==> src/rtl/alu_sched_pkg.sv <==
// Shared types and default widths for the two-requester ALU scheduler.
package alu_sched_pkg;

  localparam int DATA_W_DEF = 4;
  localparam int OP_W_DEF   = 2;

  typedef enum logic [1:0] {
    IDLE,
    EXEC,
    RESP
  } state_t;

endpackage

==> src/rtl/alu_scheduler_if.sv <==
// Requester/response handshake bundle between client blocks and alu_scheduler.
interface alu_scheduler_if #(
  parameter int DATA_W = alu_sched_pkg::DATA_W_DEF,
  parameter int OP_W   = alu_sched_pkg::OP_W_DEF
);
  logic              req_0;
  logic              req_1;
  logic [DATA_W-1:0] in_1_0;
  logic [DATA_W-1:0] in_2_0;
  logic [DATA_W-1:0] in_1_1;
  logic [DATA_W-1:0] in_2_1;
  logic [OP_W-1:0]   control_0;
  logic [OP_W-1:0]   control_1;
  logic              gnt_0;
  logic              gnt_1;
  logic              rsp_valid;
  logic              rsp_ready;
  logic              rsp_id;
  logic [DATA_W:0]   rsp_data;

  modport master (
    output req_0, req_1, in_1_0, in_2_0, in_1_1, in_2_1, control_0, control_1, rsp_ready,
    input  gnt_0, gnt_1, rsp_valid, rsp_id, rsp_data
  );

  modport slave (
    input  req_0, req_1, in_1_0, in_2_0, in_1_1, in_2_1, control_0, control_1, rsp_ready,
    output gnt_0, gnt_1, rsp_valid, rsp_id, rsp_data
  );
endinterface

==> src/rtl/alu_scheduler_rr_arb2.sv <==
// Two-input round-robin arbiter; on a tie the requester not served last wins.
module rr_arb2 (
  input  logic       clk,
  input  logic       rst_n,
  input  logic [1:0] req,
  input  logic       advance,
  output logic [1:0] grant
);

  logic last;

  always_comb begin
    grant = '0;
    case (req)
      2'b01:   grant = 2'b01;
      2'b10:   grant = 2'b10;
      2'b11:   grant = last ? 2'b01 : 2'b10;
      default: grant = '0;
    endcase
  end

  // Starts at 1 so requester 0 wins the first tie.
  always_ff @(posedge clk or negedge rst_n) begin
    if (!rst_n)
      last <= 1'b1;
    else if (advance && (|req))
      last <= grant[1];
  end

endmodule

==> src/rtl/alu_scheduler.sv <==
// Shares one external combinational ALU between two requesters: grant, execute, respond.
module alu_scheduler
  import alu_sched_pkg::*;
#(
  parameter int DATA_W = DATA_W_DEF,
  parameter int OP_W   = OP_W_DEF
) (
  input  logic              clk,
  input  logic              rst_n,
  alu_scheduler_if.slave    bus,
  output logic [DATA_W-1:0] alu_in_1,
  output logic [DATA_W-1:0] alu_in_2,
  output logic [OP_W-1:0]   alu_control,
  input  logic [DATA_W:0]   alu_out
);

  state_t     state, state_nxt;
  logic [1:0] grant;
  logic       issue;
  logic       rsp_id_q;
  logic [DATA_W:0] rsp_data_q;

  rr_arb2 u_arb (
    .clk     (clk),
    .rst_n   (rst_n),
    .req     ({bus.req_1, bus.req_0}),
    .advance (issue),
    .grant   (grant)
  );

  always_ff @(posedge clk or negedge rst_n) begin
    if (!rst_n)
      state <= IDLE;
    else
      state <= state_nxt;
  end

  always_comb begin
    state_nxt = state;
    issue     = 1'b0;
    case (state)
      IDLE: begin
        if (bus.req_0 || bus.req_1) begin
          issue     = 1'b1;
          state_nxt = EXEC;
        end
      end
      EXEC:    state_nxt = RESP;
      RESP:    if (bus.rsp_ready) state_nxt = IDLE;
      default: state_nxt = IDLE;
    endcase
  end

  always_ff @(posedge clk or negedge rst_n) begin
    if (!rst_n) begin
      alu_in_1    <= '0;
      alu_in_2    <= '0;
      alu_control <= '0;
      rsp_id_q    <= 1'b0;
      rsp_data_q  <= '0;
    end else begin
      if (issue) begin
        alu_in_1    <= grant[1] ? bus.in_1_1    : bus.in_1_0;
        alu_in_2    <= grant[1] ? bus.in_2_1    : bus.in_2_0;
        alu_control <= grant[1] ? bus.control_1 : bus.control_0;
        rsp_id_q    <= grant[1];
      end
      if (state == EXEC)
        rsp_data_q <= alu_out;
    end
  end

  // The grant pulse coincides with EXEC; rsp_id already names the winner then.
  assign bus.gnt_0     = (state == EXEC) && !rsp_id_q;
  assign bus.gnt_1     = (state == EXEC) &&  rsp_id_q;
  assign bus.rsp_valid = (state == RESP);
  assign bus.rsp_id    = rsp_id_q;
  assign bus.rsp_data  = rsp_data_q;

endmodule
==> src/flat_wrapper.sv <==
// flat-port wrapper written by rule: the top's interface ports become plain ports
module alu_scheduler_flat import alu_sched_pkg::*;
#(
  parameter int DATA_W = DATA_W_DEF,
  parameter int OP_W   = OP_W_DEF
)
  (clk, rst_n, alu_in_1, alu_in_2, alu_control, alu_out, bus_req_0, bus_req_1, bus_in_1_0, bus_in_2_0, bus_in_1_1, bus_in_2_1, bus_control_0, bus_control_1, bus_rsp_ready, bus_gnt_0, bus_gnt_1, bus_rsp_valid, bus_rsp_id, bus_rsp_data);
  alu_scheduler_if #(.DATA_W(DATA_W), .OP_W(OP_W)) bus_i ();
  input  logic clk;
  input  logic rst_n;
  output logic [DATA_W-1:0] alu_in_1;
  output logic [DATA_W-1:0] alu_in_2;
  output logic [OP_W-1:0] alu_control;
  input  logic [DATA_W:0] alu_out;
  input wire logic [$bits(bus_i.req_0)-1:0] bus_req_0;
  input wire logic [$bits(bus_i.req_1)-1:0] bus_req_1;
  input wire logic [$bits(bus_i.in_1_0)-1:0] bus_in_1_0;
  input wire logic [$bits(bus_i.in_2_0)-1:0] bus_in_2_0;
  input wire logic [$bits(bus_i.in_1_1)-1:0] bus_in_1_1;
  input wire logic [$bits(bus_i.in_2_1)-1:0] bus_in_2_1;
  input wire logic [$bits(bus_i.control_0)-1:0] bus_control_0;
  input wire logic [$bits(bus_i.control_1)-1:0] bus_control_1;
  input wire logic [$bits(bus_i.rsp_ready)-1:0] bus_rsp_ready;
  output wire logic [$bits(bus_i.gnt_0)-1:0] bus_gnt_0;
  output wire logic [$bits(bus_i.gnt_1)-1:0] bus_gnt_1;
  output wire logic [$bits(bus_i.rsp_valid)-1:0] bus_rsp_valid;
  output wire logic [$bits(bus_i.rsp_id)-1:0] bus_rsp_id;
  output wire logic [$bits(bus_i.rsp_data)-1:0] bus_rsp_data;
  assign bus_i.req_0 = bus_req_0;
  assign bus_i.req_1 = bus_req_1;
  assign bus_i.in_1_0 = bus_in_1_0;
  assign bus_i.in_2_0 = bus_in_2_0;
  assign bus_i.in_1_1 = bus_in_1_1;
  assign bus_i.in_2_1 = bus_in_2_1;
  assign bus_i.control_0 = bus_control_0;
  assign bus_i.control_1 = bus_control_1;
  assign bus_i.rsp_ready = bus_rsp_ready;
  assign bus_gnt_0 = bus_i.gnt_0;
  assign bus_gnt_1 = bus_i.gnt_1;
  assign bus_rsp_valid = bus_i.rsp_valid;
  assign bus_rsp_id = bus_i.rsp_id;
  assign bus_rsp_data = bus_i.rsp_data;
  alu_scheduler #(.DATA_W(DATA_W), .OP_W(OP_W)) u_core (.clk(clk), .rst_n(rst_n), .bus(bus_i), .alu_in_1(alu_in_1), .alu_in_2(alu_in_2), .alu_control(alu_control), .alu_out(alu_out));
endmodule
==> config.mk <==
export PLATFORM = sky130hd
export DESIGN_NAME = alu_scheduler_flat
export DESIGN_NICKNAME = d
export VERILOG_FILES = /design/src/rtl/alu_sched_pkg.sv /design/src/rtl/alu_scheduler_if.sv /design/src/rtl/alu_scheduler_rr_arb2.sv /design/src/rtl/alu_scheduler.sv /design/src/flat_wrapper.sv
export SDC_FILE = /design/constraint.sdc
export NUM_CORES = 1
export LEC_CHECK = 0
export CAP_MARGIN = 5
export CELL_PAD_IN_SITES_DETAIL_PLACEMENT = 1
export CELL_PAD_IN_SITES_GLOBAL_PLACEMENT = 1
export CORE_MARGIN = 1
export CORE_UTILIZATION = 31
export DETAILED_ROUTE_END_ITERATION = 8
export GPL_TIMING_DRIVEN = 0
export MAX_ROUTING_LAYER = met4
export PLACE_DENSITY = 0.84
export SLEW_MARGIN = 25
export SYNTH_ARGS = -nofsm -noshare
export SYNTH_HDL_FRONTEND = slang
export SYNTH_SLANG_ARGS = --single-unit
==> constraint.sdc <==
create_clock -name clk -period 2.3 [get_ports clk]
set_input_delay 0.46 -clock clk [delete_from_list [all_inputs] [get_ports clk]]
set_output_delay 0.46 -clock clk [all_outputs]
set_load 0.1 [all_outputs]
==> results of run 1 <==
[sequential cells by signal, indices dropped and copies added, names as in the netlist]
signal	count
u_core.alu_in_2	4
u_core.state	2
u_core.bus.rsp_data	5
u_core.bus.rsp_id	1
u_core.alu_in_1	4
u_core.alu_control	2
u_core.u_arb.last	1
[final timing paths]
| path | startpoint | endpoint | depth (start not counted) |
|---|---|---|---|
| max | u_core.alu_in_1[3]$_DFFE_PN0P_ | alu_in_1[3] | 1 |
| min | u_core.alu_in_2[2]$_DFFE_PN0P_ | u_core.alu_in_2[2]$_DFFE_PN0P_ | 1 |
| max reg2reg | u_core.u_arb.last$_DFFE_PN1P_ | u_core.alu_in_1[1]$_DFFE_PN0P_ | 4 |
| min reg2reg | u_core.alu_in_2[2]$_DFFE_PN0P_ | u_core.alu_in_2[2]$_DFFE_PN0P_ | 1 |
| max in group asynchronous | rst_n | u_core.bus.rsp_data[0]$_DFFE_PN0N_ | 1 |
| min in group asynchronous | rst_n | u_core.alu_in_2[3]$_DFFE_PN0P_ | 1 |
[synth_stat cells, drive strengths merged]
cell type | n | area, µm²
dfrtp | 18 | 450
nor2 | 3 | 11.3
nor3 | 1 | 5.00
buf | 2 | 16.3
dfstp | 1 | 26.3
inv | 3 | 11.3
o21ai | 2 | 10.0
clkbuf | 1 | 3.75
a21bo | 1 | 10.0
mux2 | 25 | 315
nand2b | 2 | 12.5
a31oi | 1 | 6.26
a21o | 1 | 7.51
a21oi | 1 | 5.00
[stage by stage]
step	setup TNS [ns]	cell area, µm²
after detailed placement	-0.367	1420
after global routing	0	1460
after global placement	-0.315	1420
after CTS	0	1440
final	0	1460
after floorplan	-0.0660	896
[cells by family after synthesis]
family	count (synthesis)
multiplexers	25
flip-flops	19
AO/OA/AOI/OAI	6
AND/OR/NAND/NOR	6
buffers and inverters	6
[routing by layer]
metal / global-route usage [%] / part of all wire, %
met3: 3.72 / 7.5
met5: - / 0
met2: 26.3 / 53
met1: 17.7 / 38
met4: 5.36 / 1.7
[timing repair]
action	CTS	global route
resized for setup	8	12
pin swaps	0	0
gates cloned	0	0
endpoints found under the setup margin	4	11
setup buffers	0	0
[cell type report]
class                           count  area share [%]
Sequential cell                    19            32.8
Clock buffer                        4            1.81
Multi-Input combinational cell     37            26.7
Inverter                            3           0.774
Tap cell                           31            2.67
Timing Repair Buffer               48            34.0
Buffer                              3            1.38
==> flow_summary.json, run 1 <==
{
  "stdcell_count": 145,
  "synth_area_per_cell_um2": 14.4,
  "holdWs_ns": 0.515,
  "syn_area_um2": 891,
  "seqCellArea_um2": 477,
  "timing.fmax_mhz": 443,
  "drv_slew": 0,
  "r2r_slack_ns": 0.70,
  "synthAdderAreaFrac_pct": 0,
  "synth_cell_types": 16,
  "synth_nets": 92,
  "synth-compound-area-share_pct": 4.35,
  "hold_buffers": 0,
  "crit_path_start_kind": "register",
  "io_buffers": 48,
  "fin_ws_ns": 0.0406,
  "synth_top_family_by_area": "multiplexers",
  "layout.nets": 145,
  "wl_per_cell_um": 14.2,
  "worstPathRequired_ns": 1.84,
  "multi_input_area_um2": 388,
  "avgViaCountPerCell": 4.67,
  "antenna_left": 0,
  "cts_tree": "done",
  "post-place-ws_ns": -0.186,
  "dr.first_iter.drc_count": 2,
  "route.detailed.drc": 0,
  "clock_latency_ns": 0.29,
  "worst_path_max_delay_cell": "clkdlybuf4s50_1",
  "setup_viol": 0,
  "cts_buffer_depth": 2,
  "relSlewSlack_pct": 34.2,
  "grt_pass1_wl_mm": 3.51,
  "worst_pin_slew_ns": 0.986,
  "path_cells": "clkdlybuf4s50_1",
  "initial_core_util_pct": 32.6,
  "clockRootBuffer": "clkbuf_4",
  "core_mm2": 0.00273,
  "io_pins": 49,
  "cp-end-kind": "output pin",
  "fill_cells": 284,
  "gp_congestion": 0.641,
  "status": "finished, final reports clean",
  "max_stage_delay_ns": 1.14,
  "track_usage_pct": 15.4,
  "htree_levels": 1,
  "grt_start_max_net_pins": 20,
  "die_w_um": 55.6,
  "synthXorXnorAreaFrac_pct": 0,
  "num_rows": 19,
  "antenna_found_initial": 0,
  "utilization_pct": 53.2,
  "clk_pin_slew_ns": 0.10,
  "fin_skew_ns": 0.000746,
  "dp_hpwl_mm": 1.63,
  "rsz0062_at_grt": "no",
  "crit_type": "register to output pin",
  "final_common_cell": "clkdlybuf4s50_1",
  "cts_sinks": 19,
  "crit_family": "buffers and inverters",
  "final_cell_mix": "clkdlybuf4s50_1 (36), dfrtp_1 (18), mux2_2 (16), mux2_4 (9), dlymetal6s2s_1 (8)",
  "numCtsBuffers": 3,
  "synth_simple_gate_area_share_pct": 3.23,
  "yosysWarnings": 0,
  "period_share_pct": 98.2,
  "period_minus_slack_ns": 2.26,
  "yosysSeqAreaShare_pct": 53.5,
  "cp_num_buf_inv": 1,
  "placed_cells": 141,
  "ys_ff_latch": 19,
  "die_h_um": 55.6,
  "arrival_ns": 1.80,
  "antenna_cells": 0,
  "routed-via-count": 677,
  "cp_max_fo": 2,
  "cap_violations": 0,
  "hold_viol": 0,
  "grt_pass1_vias": 718,
  "postSynthCellCount": 62,
  "overflow": 0,
  "fp.dieArea_mm2": 0.00309,
  "synth_mux_area_share_pct": 35.4,
  "area.growth.synth_to_final_pct": 63.3,
  "first_pass_iters": 2,
  "totalWireLength_mm": 2.06,
  "drive_gt1_share_pct": 31.6,
  "hp-class": "register to register"
}
Power of run 1 is not shown: default switching activity piles up to over one toggle a cycle in this logic, so the estimate is an artifact.
==> run 2, diff against run 1 <==
--- a/config.mk
+++ b/config.mk
@@ -6,10 +6,9 @@
 export NUM_CORES = 1
 export LEC_CHECK = 0
 export CAP_MARGIN = 5
-export CELL_PAD_IN_SITES_DETAIL_PLACEMENT = 1
-export CELL_PAD_IN_SITES_GLOBAL_PLACEMENT = 1
-export CORE_MARGIN = 1
-export CORE_UTILIZATION = 31
+export CELL_PAD_IN_SITES_DETAIL_PLACEMENT = 2
+export CELL_PAD_IN_SITES_GLOBAL_PLACEMENT = 2
+export CORE_UTILIZATION = 25
 export DETAILED_ROUTE_END_ITERATION = 8
 export GPL_TIMING_DRIVEN = 0
 export MAX_ROUTING_LAYER = met4
==> run 2 against run 1 <==
Worst hold slack got worse by 0.0020 ns. Clock skew increased by 0.0046 ns. Routed wire length increased by 6.7%. Critical endpoint is now bus_gnt_1.
==> flow_summary.json, run 2 (synthesized netlist as in run 1, its figures left out) <==
{
  "route.detailed.drc": 0,
  "cts_sinks": 19,
  "setup_viol": 0,
  "cts_tree": "done",
  "grt_start_max_net_pins": 20,
  "clock_latency_ns": 0.31,
  "overflow": 0,
  "grt_pass1_wl_mm": 3.43,
  "grt_pass1_vias": 760,
  "period_share_pct": 91.5,
  "final_common_cell": "clkdlybuf4s50_1",
  "htree_levels": 1,
  "post_cts_buffers": 0,
  "wl_per_cell_um": 13.7,
  "fp.dieArea_mm2": 0.00381,
  "r2r_cells": 4,
  "dp_hpwl_mm": 1.75,
  "final_cell_mix": "clkdlybuf4s50_1 (29), dfrtp_1 (18), mux2_2 (16), dlymetal6s2s_1 (11), mux2_4 (9)",
  "hold_viol": 0,
  "r2r_slack_ns": 0.73,
  "timing.rr.end": "u_core.alu_in_2[2]$_DFFE_PN0P_",
  "timing.fmax_mhz": 475,
  "io_pins": 49,
  "worst_pin_slew_ns": 0.992,
  "io_buffers": 48,
  "cap_violations": 0,
  "cts_buffer_depth": 2,
  "utilization_pct": 43.6,
  "crit_path_start_kind": "register",
  "clockRootBuffer": "clkbuf_4",
  "cp-end-kind": "output pin",
  "hp-class": "register to register",
  "period_minus_slack_ns": 2.10,
  "initial_core_util_pct": 26.5,
  "die_w_um": 61.7,
  "finalSetupTns_ns": 0,
  "avgViaCountPerCell": 4.34,
  "whs_endpoint": "u_core.alu_in_2[3]$_DFFE_PN0P_",
  "arrival_ns": 1.64,
  "track_usage_pct": 13.5,
  "numCtsBuffers": 3,
  "gp_congestion": 0.637,
  "core_mm2": 0.00336,
  "status": "finished, final reports clean",
  "num_rows": 21,
  "dr.first_iter.drc_count": 9,
  "fin_skew_ns": 0.00532,
  "reg2reg_from": "u_core.u_arb.last$_DFFE_PN1P_",
  "routed-via-count": 695,
  "multi_input_area_um2": 388,
  "worstPathRequired_ns": 1.84,
  "antenna_cells": 0,
  "first_pass_iters": 3,
  "layout.nets": 145,
  "drv_slew": 0,
  "seqCellArea_um2": 477,
  "totalWireLength_mm": 2.20,
  "drive_gt1_share_pct": 33.3,
  "relSlewSlack_pct": 33.7,
  "rsz0062_at_grt": "no",
  "final_area_mm2": 0.00147,
  "antenna_left": 0,
  "antenna_found_initial": 0,
  "cp_max_fo": 8,
  "die_h_um": 61.7,
  "clk_pin_slew_ns": 0.11,
  "dpl_cell_area_mm2": 0.00143,
  "crit_type": "register to output pin",
  "hold-path-cell-count": 1,
  "fill_cells": 363,
  "area.growth.synth_to_final_pct": 64.7,
  "holdCritStartpoint": "u_core.alu_in_2[3]$_DFFE_PN0P_",
  "largest_register_ffs": 5
}
run 2: changes by cell type in the layout (fill, tap and decap cells not counted), sizes merged:
cell / previous run / this run
clkdlybuf4s50: 36 / 29
dlygate4sd2: 1 / 5
dlymetal6s2s: 8 / 11
buf: 3 / 4
clkdlybuf4s15: 1 / 0
clkdlybuf4s18: 1 / 0
clkinv: 0 / 1
run 2: per-stage QoR:
stage	worst slack (ns)	hold slack [ns]	std cells
2_1_floorplan	-0.0660	0.164	62
3_3_place_gp	-0.163	0.487	156
3_5_place_dp	-0.193	0.496	156
4_1_cts	0.00190	0.523	160
5_1_grt	0.0910	0.527	160
6_report	0.195	0.513	160
run 2: timing repair:
item                                    CTS  global route
gates resized for setup                  12            17
hold buffers                              0             0
gates cloned                              0             0
endpoints found under the setup margin    8            14
run 2: worst max path at each step:
stage               slack (ns)          end                      startpoint  cells after the start
finish                    0.20    bus_gnt_1     u_core.state[1]$_DFFE_PN0P_                      4
global placement         -0.16    bus_gnt_0     u_core.state[1]$_DFFE_PN0P_                      4
CTS                      0.002  alu_in_1[2]  u_core.alu_in_1[2]$_DFFE_PN0P_                      1
detailed placement       -0.19    bus_gnt_1     u_core.state[1]$_DFFE_PN0P_                      4
global route              0.09    bus_gnt_1     u_core.state[1]$_DFFE_PN0P_                      4
floorplan                -0.07    bus_gnt_1   u_core.bus.rsp_id$_DFFE_PN0P_                      2
run 2: layout make-up:
type	instances	area share [%]
Tap cell	46	3.92
Clock inverter	1	0.341
Multi-Input combinational cell	37	26.4
Buffer	3	1.36
Inverter	3	0.767
Timing Repair Buffer	48	33.2
Sequential cell	19	32.5
Clock buffer	3	1.53
run 2: layer usage:
layer,part of all wire (%),GRT usage [%],up-vias
li1,-,-,321
met1,39,14.0,338
met3,7.8,4.14,4
met2,51,22.1,32
met4,2.5,8.57,0
met5,0,-,-
run 2: critical path, stage by stage (launching register included):
cell and delay, ns:
dfrtp_1 0.42, nand2b_1 0.15, clkbuf_1 0.22, nor2_2 0.12
buf_2 0.43
Power of run 2 is left out for the same reason.
==> run 3, diff against run 2 <==
--- a/config.mk
+++ b/config.mk
@@ -13,7 +13,7 @@
 export GPL_TIMING_DRIVEN = 0
 export MAX_ROUTING_LAYER = met4
 export PLACE_DENSITY = 0.84
-export SLEW_MARGIN = 25
+export SLEW_MARGIN = 20
 export SYNTH_ARGS = -nofsm -noshare
 export SYNTH_HDL_FRONTEND = slang
 export SYNTH_SLANG_ARGS = --single-unit
==> results of run 3 <==
The final DEF is identical to that of run 2; final timing and power are the same.
Power of run 3 is left out for the same reason.
